**config.mk**
```make
export PLATFORM = sky130hd
export DESIGN_NAME = pulse_train_ctrl_flat
export DESIGN_NICKNAME = d
export VERILOG_FILES = /design/src/rtl/pulse_pkg.sv /design/src/rtl/pulse_train_ctrl_if.sv /design/src/rtl/pulse_cfg_check.sv /design/src/rtl/pulse_train_ctrl.sv /design/src/flat_wrapper.sv
export SDC_FILE = /design/constraint.sdc
export NUM_CORES = 1
export LEC_CHECK = 0
export CAP_MARGIN = 20
export CORE_ASPECT_RATIO = 1.1
export CORE_MARGIN = 4
export CORE_UTILIZATION = 50
export CTS_CLUSTER_DIAMETER = 80
export CTS_CLUSTER_SIZE = 28
export DETAILED_ROUTE_END_ITERATION = 10
export PLACE_DENSITY = 0.76
export SYNTH_ARGS = -nofsm -noshare
export SYNTH_HDL_FRONTEND = slang
export SYNTH_SLANG_ARGS = --single-unit
```
**constraint.sdc**
```tcl
create_clock -name io_clk -period 7.2 [get_ports io_clk]
set_clock_uncertainty 0.1 [all_clocks]
set_input_delay 1.8 -clock io_clk [delete_from_list [all_inputs] [get_ports io_clk]]
set_output_delay 1.8 -clock io_clk [all_outputs]
set_load 0.005 [all_outputs]
```
**src/rtl/pulse_pkg.sv**
```systemverilog
// Shared definitions for the pulse train sequencer: default widths and FSM state codes.
package pulse_pkg;

   localparam int unsigned RAM_WIDTH_DEF = 32;
   localparam int unsigned CNT_W_DEF     = 16;

   typedef logic [2:0] pulse_state_t;

   localparam pulse_state_t IDLE  = 3'd0;
   localparam pulse_state_t DELAY = 3'd1;
   localparam pulse_state_t FIRE  = 3'd2;
   localparam pulse_state_t RUN   = 3'd3;
   localparam pulse_state_t DONE  = 3'd4;
   localparam pulse_state_t ABORT = 3'd5;

endpackage

```
**src/rtl/pulse_train_ctrl_if.sv**
```systemverilog
// Control, configuration, status and sigpulse-side signals of one pulse train channel.
interface pulse_train_ctrl_if
   import pulse_pkg::*;
#(
   parameter int unsigned _RAM_WIDTH = RAM_WIDTH_DEF,
   parameter int unsigned CNT_W      = CNT_W_DEF
);

   logic                  start;
   logic                  stop;
   logic [_RAM_WIDTH-1:0] cfg_delay;
   logic [_RAM_WIDTH-1:0] cfg_width;
   logic [_RAM_WIDTH-1:0] cfg_period;
   logic [CNT_W-1:0]      cfg_count;
   logic                  sp_valid;
   logic                  sp_en;
   logic [_RAM_WIDTH-1:0] sp_width;
   logic                  sp_dis;
   logic                  busy;
   logic                  done;
   logic                  aborted;
   logic                  err_cfg;
   logic                  err_miss;
   logic [CNT_W-1:0]      pulse_idx;

   // Sequencer side
   modport slave (
      input  start, stop, cfg_delay, cfg_width, cfg_period, cfg_count, sp_valid,
      output sp_en, sp_width, sp_dis, busy, done, aborted, err_cfg, err_miss, pulse_idx
   );

   // Host / sigpulse side
   modport master (
      output start, stop, cfg_delay, cfg_width, cfg_period, cfg_count, sp_valid,
      input  sp_en, sp_width, sp_dis, busy, done, aborted, err_cfg, err_miss, pulse_idx
   );

endinterface

```
**src/rtl/pulse_cfg_check.sv**
```systemverilog
// Combinational validation of a requested pulse train configuration.
module pulse_cfg_check #(
   parameter int unsigned _RAM_WIDTH = 32,
   parameter int unsigned CNT_W      = 16
) (
   input  logic [_RAM_WIDTH-1:0] cfg_width,
   input  logic [_RAM_WIDTH-1:0] cfg_period,
   input  logic [CNT_W-1:0]      cfg_count,
   output logic                  cfg_ok
);

   // Period must strictly exceed width so each pulse finishes inside its own slot
   always_comb begin
      cfg_ok = (cfg_width != '0) && (cfg_count != '0) && (cfg_period > cfg_width);
   end

endmodule

```
**src/rtl/pulse_train_ctrl.sv**
```systemverilog
// Sequencer for one sigpulse channel: delay, then a train of fixed-period pulses,
// with completion supervision via sp_valid and abort on stop or missing pulse.
module pulse_train_ctrl
   import pulse_pkg::*;
#(
   parameter int unsigned _RAM_WIDTH = RAM_WIDTH_DEF,
   parameter int unsigned CNT_W      = CNT_W_DEF
) (
   input logic               io_clk,
   input logic               io_rst,
   pulse_train_ctrl_if.slave bus
);

   localparam logic [_RAM_WIDTH-1:0] R_ONE = _RAM_WIDTH'(1);
   localparam logic [_RAM_WIDTH-1:0] R_TWO = _RAM_WIDTH'(2);
   localparam logic [CNT_W-1:0]      C_ONE = CNT_W'(1);

   pulse_state_t          state_q, state_d;
   logic [_RAM_WIDTH-1:0] dcnt_q, dcnt_d;
   logic [_RAM_WIDTH-1:0] pcnt_q, pcnt_d;
   logic [_RAM_WIDTH-1:0] width_q, width_d;
   logic [_RAM_WIDTH-1:0] period_q, period_d;
   logic [CNT_W-1:0]      count_q, count_d;
   logic [CNT_W-1:0]      idx_q, idx_d;
   logic                  seen_q, seen_d;
   logic                  miss_q, miss_d;
   logic                  err_cfg_q, err_cfg_d;
   logic                  cfg_ok;

   pulse_cfg_check #(
      ._RAM_WIDTH(_RAM_WIDTH),
      .CNT_W     (CNT_W)
   ) u_cfg_check (
      .cfg_width (bus.cfg_width),
      .cfg_period(bus.cfg_period),
      .cfg_count (bus.cfg_count),
      .cfg_ok    (cfg_ok)
   );

   // Next-state logic for the train FSM, counters and latched configuration
   always_comb begin
      state_d   = state_q;
      dcnt_d    = dcnt_q;
      pcnt_d    = pcnt_q;
      width_d   = width_q;
      period_d  = period_q;
      count_d   = count_q;
      idx_d     = idx_q;
      seen_d    = seen_q;
      miss_d    = miss_q;
      err_cfg_d = 1'b0;

      case (state_q)
         IDLE: begin
            // stop wins over a same-cycle start
            if (bus.start && !bus.stop) begin
               if (cfg_ok) begin
                  width_d  = bus.cfg_width;
                  period_d = bus.cfg_period;
                  count_d  = bus.cfg_count;
                  dcnt_d   = bus.cfg_delay;
                  idx_d    = '0;
                  miss_d   = 1'b0;
                  state_d  = DELAY;
               end else begin
                  err_cfg_d = 1'b1;
               end
            end
         end
         DELAY: begin
            if (dcnt_q != '0) begin
               dcnt_d = dcnt_q - R_ONE;
            end else begin
               state_d = FIRE;
            end
         end
         FIRE: begin
            // FIRE plus the RUN cycles that follow span exactly one period
            pcnt_d  = period_q - R_TWO;
            seen_d  = 1'b0;
            state_d = RUN;
         end
         RUN: begin
            if (bus.sp_valid) begin
               seen_d = 1'b1;
            end
            if (pcnt_q != '0) begin
               pcnt_d = pcnt_q - R_ONE;
            end else if (!seen_q && !bus.sp_valid) begin
               miss_d  = 1'b1;
               state_d = ABORT;
            end else if (idx_q == count_q - C_ONE) begin
               state_d = DONE;
            end else begin
               idx_d   = idx_q + C_ONE;
               state_d = FIRE;
            end
         end
         DONE: begin
            state_d = IDLE;
         end
         ABORT: begin
            state_d = IDLE;
         end
         default: begin
            state_d = IDLE;
         end
      endcase

      // A stop overrides whatever the state above decided, including a miss
      if (bus.stop && (state_q != IDLE) && (state_q != DONE)) begin
         state_d = ABORT;
         idx_d   = idx_q;
         miss_d  = miss_q;
      end
   end

   // State registers with asynchronous active-high reset
   always_ff @(posedge io_clk or posedge io_rst) begin
      if (io_rst) begin
         state_q   <= IDLE;
         dcnt_q    <= '0;
         pcnt_q    <= '0;
         width_q   <= '0;
         period_q  <= '0;
         count_q   <= '0;
         idx_q     <= '0;
         seen_q    <= 1'b0;
         miss_q    <= 1'b0;
         err_cfg_q <= 1'b0;
      end else begin
         state_q   <= state_d;
         dcnt_q    <= dcnt_d;
         pcnt_q    <= pcnt_d;
         width_q   <= width_d;
         period_q  <= period_d;
         count_q   <= count_d;
         idx_q     <= idx_d;
         seen_q    <= seen_d;
         miss_q    <= miss_d;
         err_cfg_q <= err_cfg_d;
      end
   end

   // Outputs decode directly from registered state so reset clears them at once
   always_comb begin
      bus.sp_en     = (state_q == FIRE);
      bus.sp_dis    = (state_q == ABORT);
      bus.aborted   = (state_q == ABORT);
      bus.done      = (state_q == DONE);
      bus.busy      = (state_q != IDLE);
      bus.sp_width  = width_q;
      bus.err_cfg   = err_cfg_q;
      bus.err_miss  = miss_q;
      bus.pulse_idx = idx_q;
   end

endmodule

```
**src/flat_wrapper.sv**
```systemverilog
// flat-port wrapper written by rule: the top's interface ports become plain ports
module pulse_train_ctrl_flat import pulse_pkg::*;
#(
   parameter int unsigned _RAM_WIDTH = RAM_WIDTH_DEF,
   parameter int unsigned CNT_W      = CNT_W_DEF
)
  (io_clk, io_rst, bus_start, bus_stop, bus_cfg_delay, bus_cfg_width, bus_cfg_period, bus_cfg_count, bus_sp_valid, bus_sp_en, bus_sp_width, bus_sp_dis, bus_busy, bus_done, bus_aborted, bus_err_cfg, bus_err_miss, bus_pulse_idx);
  pulse_train_ctrl_if #(._RAM_WIDTH(_RAM_WIDTH), .CNT_W(CNT_W)) bus_i ();
  input logic io_clk;
  input logic io_rst;
  input wire logic [$bits(bus_i.start)-1:0] bus_start;
  input wire logic [$bits(bus_i.stop)-1:0] bus_stop;
  input wire logic [$bits(bus_i.cfg_delay)-1:0] bus_cfg_delay;
  input wire logic [$bits(bus_i.cfg_width)-1:0] bus_cfg_width;
  input wire logic [$bits(bus_i.cfg_period)-1:0] bus_cfg_period;
  input wire logic [$bits(bus_i.cfg_count)-1:0] bus_cfg_count;
  input wire logic [$bits(bus_i.sp_valid)-1:0] bus_sp_valid;
  output wire logic [$bits(bus_i.sp_en)-1:0] bus_sp_en;
  output wire logic [$bits(bus_i.sp_width)-1:0] bus_sp_width;
  output wire logic [$bits(bus_i.sp_dis)-1:0] bus_sp_dis;
  output wire logic [$bits(bus_i.busy)-1:0] bus_busy;
  output wire logic [$bits(bus_i.done)-1:0] bus_done;
  output wire logic [$bits(bus_i.aborted)-1:0] bus_aborted;
  output wire logic [$bits(bus_i.err_cfg)-1:0] bus_err_cfg;
  output wire logic [$bits(bus_i.err_miss)-1:0] bus_err_miss;
  output wire logic [$bits(bus_i.pulse_idx)-1:0] bus_pulse_idx;
  assign bus_i.start = bus_start;
  assign bus_i.stop = bus_stop;
  assign bus_i.cfg_delay = bus_cfg_delay;
  assign bus_i.cfg_width = bus_cfg_width;
  assign bus_i.cfg_period = bus_cfg_period;
  assign bus_i.cfg_count = bus_cfg_count;
  assign bus_i.sp_valid = bus_sp_valid;
  assign bus_sp_en = bus_i.sp_en;
  assign bus_sp_width = bus_i.sp_width;
  assign bus_sp_dis = bus_i.sp_dis;
  assign bus_busy = bus_i.busy;
  assign bus_done = bus_i.done;
  assign bus_aborted = bus_i.aborted;
  assign bus_err_cfg = bus_i.err_cfg;
  assign bus_err_miss = bus_i.err_miss;
  assign bus_pulse_idx = bus_i.pulse_idx;
  pulse_train_ctrl #(._RAM_WIDTH(_RAM_WIDTH), .CNT_W(CNT_W)) u_core (.io_clk(io_clk), .io_rst(io_rst), .bus(bus_i));
endmodule
```
# Word-level counts from Yosys, hierarchy flattened
# Index checks and enable logic that the tools add are counted.
[word_totals]
output_inout_bits = 55
wordCells = 92
input_bits = 117
register_bits = 166
[classes]
n_lt_le_gt_ge = 1
bitwise = 1
eq_ne = 20
addsub = 5
muxes = 30
n_reduce_logical = 25
[ops]
columns = ["cell", "count"]
rows = [
  ["32-bit 2-to-1 mux", 4],
  ["32-bit case mux with 2 select lines", 2],
  ["32-bit nonzero test", 3],
  ["16-bit 2-to-1 mux", 5],
  ["32-bit by 1-bit subtractor with 32-bit output, second input constant", 2],
  ["32-bit greater-than comparator", 1],
  ["16-bit case mux with 2 select lines", 1],
  ["32-bit by 2-bit subtractor with 32-bit output, second input constant", 1],
  ["3-bit 2-to-1 mux", 7],
  ["16-bit by 1-bit adder with 16-bit output, second input constant", 1],
  ["16-bit == test", 1],
  ["16-bit nonzero test", 1],
  ["16-bit by 1-bit subtractor with 16-bit output, second input constant", 1],
  ["3-bit case mux with 4 select lines", 1],
  ["2-bit by 1-bit inequality test with 1-bit output, second input constant", 5],
  ["3-bit inequality test, second input constant", 3],
  ["1-bit 2-to-1 mux", 8],
  ["2-bit inequality test, second input constant", 4],
  ["4-bit AND reduction", 2],
  ["7-bit AND reduction", 1],
  ["3-bit by 2-bit == test with 1-bit output, second input constant", 2],
  ["3-bit == test, second input constant", 2],
  ["1-bit logical AND", 6],
  ["3-bit by 1-bit inequality test with 1-bit output, second input constant", 2],
  ["10 further kinds", 16],
]

# Logic depth before layout (Yosys ltp)
# Gate-level depths: netlist of run 1.
[depth]
depth_word = 7
depth_mapped = 13
mapped_depth_nobuf = 11

# Modules after synthesis
# A second synthesis of run 1 with hierarchy kept.
[unflattened]
hier_cells = 1270
hier_area_um2 = 10124.7
[by_module_without_submodules]
columns = ["module", "seq_area_each_um2", "instances", "area_per_inst_um2", "cells_each"]
rows = [
  ["pulse_train_ctrl", 4154.0, 1, 9208.8, 1142],
  ["pulse_cfg_check", 0.0, 1, 915.9, 128],
]

# Worst setup path after synthesis of run 1
# No wires, ideal clock.
[synth_timing]
path_kind = "input to register"
from = "input port bus_cfg_width[30]"
to = "register u_core.count_q[2]"
setup_ps = 117
arrival_time_ps = 4380
setup_slack_ps = 2603
t_required_ps = 6983
n_path_buf = 3
cell_stages = 13
cell_sequence = "inv_1 -> ha_1 -> nand4_1 -> or3_1 -> or3_1 -> nor3_1 -> o31ai_1 -> or3_1 -> clkbuf_1 -> clkbuf_1 -> clkbuf_1 -> nand2_1 -> nand2_1"
[synth_via]
elab_chain_cells = 4
word_cells_on_any_way = 5
classes_between = "1 x order compare; 4 x reduce/logical"
[synth_rtl]
columns = ["item", "line", "rtl"]
rows = [
  ["start: declaration", "flat_wrapper.sv:14", "input wire logic [$bits(bus_i.cfg_width)-1:0] bus_cfg_width;"],
  ["parallel branches: the longest is 2 deep, another holds 32-bit greater-than comparator", "n/a", ""],
  ["1-bit logical AND *", "pulse_cfg_check.sv:14", "cfg_ok = (cfg_width != '0) && (cfg_count != '0) && (cfg_period > cfg_width);"],
  ["3-bit AND reduction (no line) *", "n/a", ""],
  ["end signal: assignment", "pulse_train_ctrl.sv:137", "count_q <= count_d;"],
  ["end: declaration", "pulse_train_ctrl.sv:23", "logic [CNT_W-1:0] count_q, count_d;"],
]
# Every way passes the cells marked *.
# A chain may end at the register's enable or synchronous reset.

# Final worst setup path of run 1
[layout_timing]
from = "input port bus_cfg_width[30]"
to = "register u_core.dcnt_q[1]"
[layout_via]
elab_chain_cells = 5
word_cells_on_any_way = 6
classes_between = "1 x order compare; 1 x eq/ne; 4 x reduce/logical"
[layout_rtl]
columns = ["item", "line", "rtl"]
rows = [
  ["parallel branches: the longest is 2 deep, another holds 32-bit greater-than comparator", "n/a", ""],
  ["1-bit logical AND *", "pulse_cfg_check.sv:14", ""],
  ["2-bit by 1-bit inequality test with 1-bit output (no line) *", "n/a", ""],
  ["4-bit AND reduction (no line) *", "n/a", ""],
  ["end signal: assignment", "pulse_train_ctrl.sv:133", "dcnt_q <= dcnt_d;"],
  ["end: declaration", "pulse_train_ctrl.sv:19", "logic [_RAM_WIDTH-1:0] dcnt_q, dcnt_d;"],
]
# Marks and branches as above.

==> results of run 1 <==
==> sequential cells by signal, summed over array words and instances (netlist names), 3 cells and up <==
register              flops
u_core.bus.sp_width      32
u_core.dcnt_q            32
u_core.pcnt_q            32
u_core.period_q          32
u_core.bus.pulse_idx     16
u_core.count_q           16
u_core.state_q            3
==> metal layers <==
layer  vias up  wire, um  global-route usage [%]
met4         0       555                    7.44
met5         -         0                       0
met3        37      1760                    5.62
met1      4482     12300                    34.3
met2       292     13000                    38.5
li1       4596         -                       -
==> cell families (layout without fill, tap and decap cells) <==
| group | Yosys count | after routing | share of synthesized area [%] |
|---|---|---|---|
| AO/OA/AOI/OAI | 301 | 301 | 17.2 |
| XOR/XNOR | 47 | 47 | 4.05 |
| adder cells (fa/ha/maj) | 37 | 37 | 4.55 |
| buffers and inverters | 114 | 265 | 4.48 |
| flip-flops | 166 | 166 | 40.8 |
| multiplexers | 36 | 36 | 3.97 |
| AND/OR/NAND/NOR | 500 | 500 | 24.9 |
==> report_power, final <==
part / internal [W] / switching (W) / leakage (nW) / total [W]
registers: 0.00137 / 0.000501 / 2.06 / 0.00187
logic: 0.000983 / 0.00112 / 3.01 / 0.00210
clock network: 0.000554 / 0.000388 / 0.286 / 0.000943
total: 0.00291 / 0.00200 / 5.35 / 0.00491
==> layout make-up <==
class / count / area share, %
clock buffer: 20 / 3.54
clock inverter: 12 / 1.22
inverter: 55 / 1.67
multi-input combinational: 921 / 44.2
sequential: 166 / 32.9
tap: 252 / 2.50
timing repair buffer: 178 / 14.0
==> worst reg2reg max path, cell delays in order (launching register included) <==
cell and delay, ns:
dfrtp_1 0.41, inv_1 0.09, ha_1 0.18, or3b_2 0.53, nor4_1 0.53, and3_1 0.29, nand3b_1 0.20, nor4_2 0.31
a21oi_1 0.20, or2_1 0.67, o21a_1 0.28, o22a_1 0.17
==> Yosys cell counts, types with 5 or more instances <==
cell type  count  area share (%)
a21o_1         5            0.37
a21oi_1      117             5.8
a22oi_1        9            0.66
a31oi_1        5            0.31
and3_1         7            0.43
buf_1          5            0.18
buf_2         13            0.64
clkbuf_1      39             1.4
dfrtp_1      166              41
ha_1          37             4.6
inv_1         55             2.0
mux2_2        35             3.9
nand2_1      184             6.8
nand2b_1      16            0.98
nand3_1       39             1.9
nand3b_1       6            0.44
nand4_1       20             1.2
nor2_1        76             2.8
nor3_1        45             2.2
nor4_1        33             2.0
o21ai_0      103             5.1
o22a_1         7            0.60
o22ai_1        9            0.55
o31ai_1        8            0.59
or3_1         21             1.3
or4_1         10            0.74
xnor2_1       26             2.2
xor2_1        21             1.8
==> worst paths after layout <==
path                       slack [ns]                      end               startpoint
setup / recovery                 1.71         u_core.dcnt_q[1]        bus_cfg_width[30]
hold / removal                   0.41  u_core.bus.sp_width[15]  u_core.bus.sp_width[15]
setup reg to reg                 3.12        u_core.dcnt_q[31]         u_core.dcnt_q[0]
hold reg to reg                  0.41  u_core.bus.sp_width[15]  u_core.bus.sp_width[15]
max in group asynchronous        4.08        u_core.count_q[0]                   io_rst
min in group asynchronous        1.74        u_core.dcnt_q[22]                   io_rst
==> per-stage QoR <==
step | power [W] | worst slack [ns] | std cells | utilization (%) | cell area, um2
after floorplan | 0.00324 | 0.810 | 1201 | - | 10200
after global placement | 0.00388 | 1.37 | 1572 | 60.3 | 12000
after detailed placement | 0.00396 | 1.25 | 1572 | 60.3 | 12000
after CTS | 0.00492 | 1.70 | 1604 | 63.3 | 12600
after global routing | 0.00530 | 1.37 | 1604 | 63.3 | 12600
final | 0.00491 | 1.71 | 1604 | 63.3 | 12600
==> placed cells by master (no fill, tap or decap), types with 4 or more instances in the layout <==
cell and count:
or3_1 20, o21ai_0 103, a21o_1 5, nand4_1 20, buf_4 7, clkdlybuf4s50_1 171
nor2_1 75, nand3b_1 6, a22oi_1 9, mux2_2 35, o22a_1 7, nand3_1 39
a32oi_1 4, or4_1 10, xor2_1 21, xnor2_1 26, o31ai_1 8, and2_1 4
a31oi_1 5, o22ai_1 9, dfrtp_1 166, clkbuf_16 17, nand2_1 184, or2_2 4
nand2b_1 16, nor4_1 33, a21oi_1 117, nor3_1 44, ha_1 37, and3_1 7
inv_1 54
==> impl_metrics.csv, run 1 <==
group,metric,value,unit
sta,maxSlewHeadroom,28.7,%
route,viasPerCell,5.86,
grt,track_usage,24.6,%
sta,rsz0062_at_grt,"no",
placed_design,port_buffers,171,
synthesis,syn_area_per_cell,8.47,um2
placed_design,gp_congestion,0.872,
cts,insertion_delay,0.43,ns
route,wl_per_cell,17.2,um
cts,numCtsBuffers,17,
synthesis,ys.flop_type,"dfrtp_1",
synthesis,yosysWarnings,0,
finish,multi_input_area,5580,um2
grt,grt-ovfl-total,0,
sta,setup_viol,0,
critical_path,critPathRequiredTime,7.41,ns
min_path,hold_depth,1,
synthesis,synth_async_sr_flop_share,100,%
cts,clkTransAtPathRegs,0.07,ns
grt,grt_pass1_vias,8940,
critical_path,crit_path_start_kind,"input pin",
power,max-vdd-ir-drop,0.230,mV
cts,post_cts_resized,0,
route,drc_errors,0,
critical_path,crit_family,"buffers and inverters",
die,die_h,158,um
synthesis,ys_seq_area_share,40.8,%
synthesis,yosysUniqueCellTypes,76,
power,p_leak,5.35,nW
grt,antenna_found_initial,0,
cts,cts_tree,"yes",
route,first_pass_iters,7,
power,power_density,389,nW/um2
critical_path,crit_cells,14,
sta,maxSlewViolCount,0,
critical_path,max_stage_delay,0.80,ns
cts,root_buffer,"clkbuf_16",
die,num_io_pins,172,
cts,post_cts_buffers,0,
critical_path,crit_fanout,92,
critical_path,crit_slowest_cell,"buf_4",
synthesis,synth_edf_count,0,
synthesis,synth_seq_cells,166,
finish,regArea,4150,um2
min_path,hold_path_class,"flip-flop to flip-flop",
synthesis,syn_area,10200,um2
sta,worstMarginPinSlew,1.07,ns
sta,fin_tns_setup,0,ns
finish,fin_nets,1493,
die,num_rows,54,
sta,min_period,5.49,ns
cts,clockBufferDepth,2,
critical_path,worstRegToRegCells,11,
critical_path,crit_type,"input pin to flip-flop",
cts,ctsHoldBuffers,0,
die,start_util,51.0,%
critical_path,cp.arrival,5.70,ns
sta,timing.final.crit_share,76.2,%
finish,synthToLayoutAreaGrowth,24.1,%
placed_design,place_hpwl,20100,um
finish,diodes,0,
grt,grt_pass1_wl,45200,um
cts,htreeDepth,4,
critical_path,cp_cell_sequence,"clkdlybuf4s50_1 -> inv_1 -> ha_1 -> nand4_1 -> or3_1 -> or3_1 -> nor3_1 -> o31ai_1 -> nor3_2 -> buf_4 -> nor2_1 -> buf_4 -> a211oi_1 -> a21oi_1",
route,drt-initial-drc-count,694,
synthesis,syn_nets,1355,
sta,fin_hold_ws,0.408,ns
job,cap_violations,0,
sta,maxClockFrequency,182,MHz
finish,fillers,1696,
route,vias,9407,
critical_path,end_kind,"flip-flop",
die,die_area,22700,um2
cts,cts_sinks,166,
critical_path,crit_buf_inv,4,
route,wirelength,27700,um
run_status,status,"completed",
finish,drive_gt1_share,7.77,%
synthesis,synth_cells,1201,
die,core,19900,um2
die,fp.dieW,144,um
sta,hold_viol,0,
grt,grt_max_degree,93,
route,ant_nets,0,
No activity file was read; power rests on OpenSTA's default activity.
==> inputs of run 2 (changes only) <==
Settings changed: CORE_UTILIZATION 50 to 49, PLACE_DENSITY 0.76 to 0.78.
Clock period 7.2 ns to 4.8 ns, I/O delays scaled along.
==> run 2 against run 1 <==
Global-route usage is 0.67 points lower. Sequential cell count stayed put. Total power is 54% higher. Combinational power is 53% higher. Clock power is 62% higher. Via count is 2.0% higher. Critical path depth stayed put. Hold slack worse by 0.013 ns. First-iteration DRC count is 18% higher. Utilization is 0.86 points lower. Critical endpoint is now u_core.bus.pulse_idx[14]. Largest power group unchanged.
==> impl_metrics.csv, run 2 (synthesis gave the netlist of run 1 again) <==
group,metric,value,unit
power,power_density,590,nW/um2
cts,clockBufferDepth,2,
job,cap_violations,0,
finish,synthToLayoutAreaGrowth,26.0,%
die,fp.dieW,145,um
route,wirelength,28100,um
critical_path,end_kind,"flip-flop",
power,seq_power_share,37.2,%
finish,fillers,1759,
grt,grt_pass1_wl,46300,um
critical_path,critPathRequiredTime,5.05,ns
placed_design,place_hpwl,20500,um
cts,ctsHoldBuffers,0,
power,power.total,0.00757,W
cts,root_buffer,"clkbuf_16",
route,wl_per_cell,17.3,um
die,die_area,23100,um2
sta,maxClockFrequency,225,MHz
cts,post_cts_resized,0,
cts,numCtsBuffers,17,
critical_path,critPathLaunch,"bus_cfg_width[30]",
power,p_leak,5.45,nW
critical_path,cp.arrival,4.70,ns
route,drc_errors,0,
die,num_rows,55,
die,start_util,49.6,%
finish,final_common_cell,"nand2_1",
sta,maxSlewViolCount,0,
finish,final_cell_mix,"nand2_1 (184), clkdlybuf4s50_1 (171), dfrtp_1 (166)",
power,p_sw_share,40.3,%
power,p_sw,0.00305,W
sta,setup_viol,0,
min_path,hold_path_class,"flip-flop to flip-flop",
cts,htreeDepth,4,
grt,grt-ovfl-total,0,
cts,cts_tree,"yes",
route,ant_nets,0,
cts,clkTransAtPathRegs,0.06,ns
route,vias,9595,
critical_path,rrSetupSlack,1.02,ns
power,max-vdd-ir-drop,0.428,mV
placed_design,dp_cells,1588,
power,p_int,0.00452,W
sta,setup_slack,0.350,ns
cts,post_cts_buffers,0,
sta,fin_hold_ws,0.395,ns
die,core,20500,um2
grt,grt_max_degree,75,
sta,worstMarginPinSlew,0.893,ns
sta,hold_viol,0,
route,first_pass_iters,8,
finish,stdcell_count,1621,
power,clkPwrFrac,20.3,%
run_status,status,"completed",
cts,cts_sinks,166,
placed_design,dp_slack,0.0277,ns
power,pwr-share-comb,42.5,%
critical_path,r2r-start,"u_core.dcnt_q[0]",
grt,track_usage,23.9,%
placed_design,port_buffers,171,
die,num_io_pins,172,
critical_path,crit_path_start_kind,"input pin",
critical_path,crit_fanout,9,
sta,min_period,4.45,ns
placed_design,gp_congestion,0.857,
grt,antenna_found_initial,2,
finish,drive_gt1_share,8.72,%
min_path,worstHoldStart,"u_core.pcnt_q[22]",
sta,rsz0062_at_grt,"no",
grt,grt_pass1_vias,9242,
critical_path,crit_type,"input pin to flip-flop",
sta,fin_tns_setup,0,ns
route,drt-initial-drc-count,816,
die,die_h,159,um
route,viasPerCell,5.92,
sta,maxSlewHeadroom,40.5,%
cts,insertion_delay,0.44,ns
sta,timing.final.crit_share,92.7,%
finish,fin_nets,1505,
run 2: cell types whose count changed in the layout (fill, tap and decap cells not counted), sizes merged:
cell	change
bufinv	+2
buf	+12
clkbuf	-1
diode	+1
inv	-1
run 2: power groups by stage:
stage	combinational [W]	clock [W]	sequential [W]
final	0.00322	0.00153	0.00282
after global routing	0.00362	0.00161	0.00292
after floorplan	0.00226	0	0.00260
after CTS	0.00321	0.00155	0.00280
after global placement	0.00307	0	0.00278
after detailed placement	0.00319	0	0.00281
run 2: layer usage:
| metal | up-vias | share of wire, % | wire, um | global-route usage (%) |
|---|---|---|---|---|
| met4 | 2 | 2.7 | 761 | 7.94 |
| met1 | 4634 | 43 | 12200 | 32.4 |
| met3 | 53 | 6.1 | 1710 | 5.78 |
| li1 | 4619 | - | - | - |
| met5 | - | 0.046 | 13 | 0 |
| met2 | 287 | 48 | 13400 | 38.1 |
run 2: area by class of cell:
cell class / instances / area, um2 / area share, %
flip-flops and latches: 166 / 4150 / 32.4
multi-input cells: 921 / 5580 / 43.5
clock buffers: 19 / 453 / 3.53
clock inverters: 13 / 203 / 1.58
diodes: 1 / 2.50 / 0.0195
inverters: 55 / 210 / 1.64
repair buffers: 190 / 1890 / 14.8
well taps: 256 / 320 / 2.50
run 2: stage by stage:
stage                     utilization, %  instance area [um2]
after CTS                           62.5                12800
after detailed placement            59.3                12200
after global routing                62.5                12800
after global placement              59.3                12200
after floorplan                        -                10200
final                               62.5                12800
run 2: worst paths after layout:
path,cells past startpoint,to
max,14,u_core.bus.pulse_idx[14]
min,1,u_core.pcnt_q[22]
max reg2reg,12,u_core.dcnt_q[0]
min reg2reg,1,u_core.pcnt_q[22]
max in group asynchronous,3,u_core.period_q[0]
min in group asynchronous,2,u_core.count_q[10]
run 2: critical path, cell delays in order:
cell and delay, ns:
clkdlybuf4s50_1 0.51, inv_1 0.05, ha_1 0.31, nand4_1 0.13, or3_1 0.44, or3_1 0.38, nor3_1 0.18, o31ai_1 0.16
o21ai_1 0.16, buf_4 0.17, nand4_2 0.21, buf_4 0.23, or3_1 0.38, a21oi_1 0.18
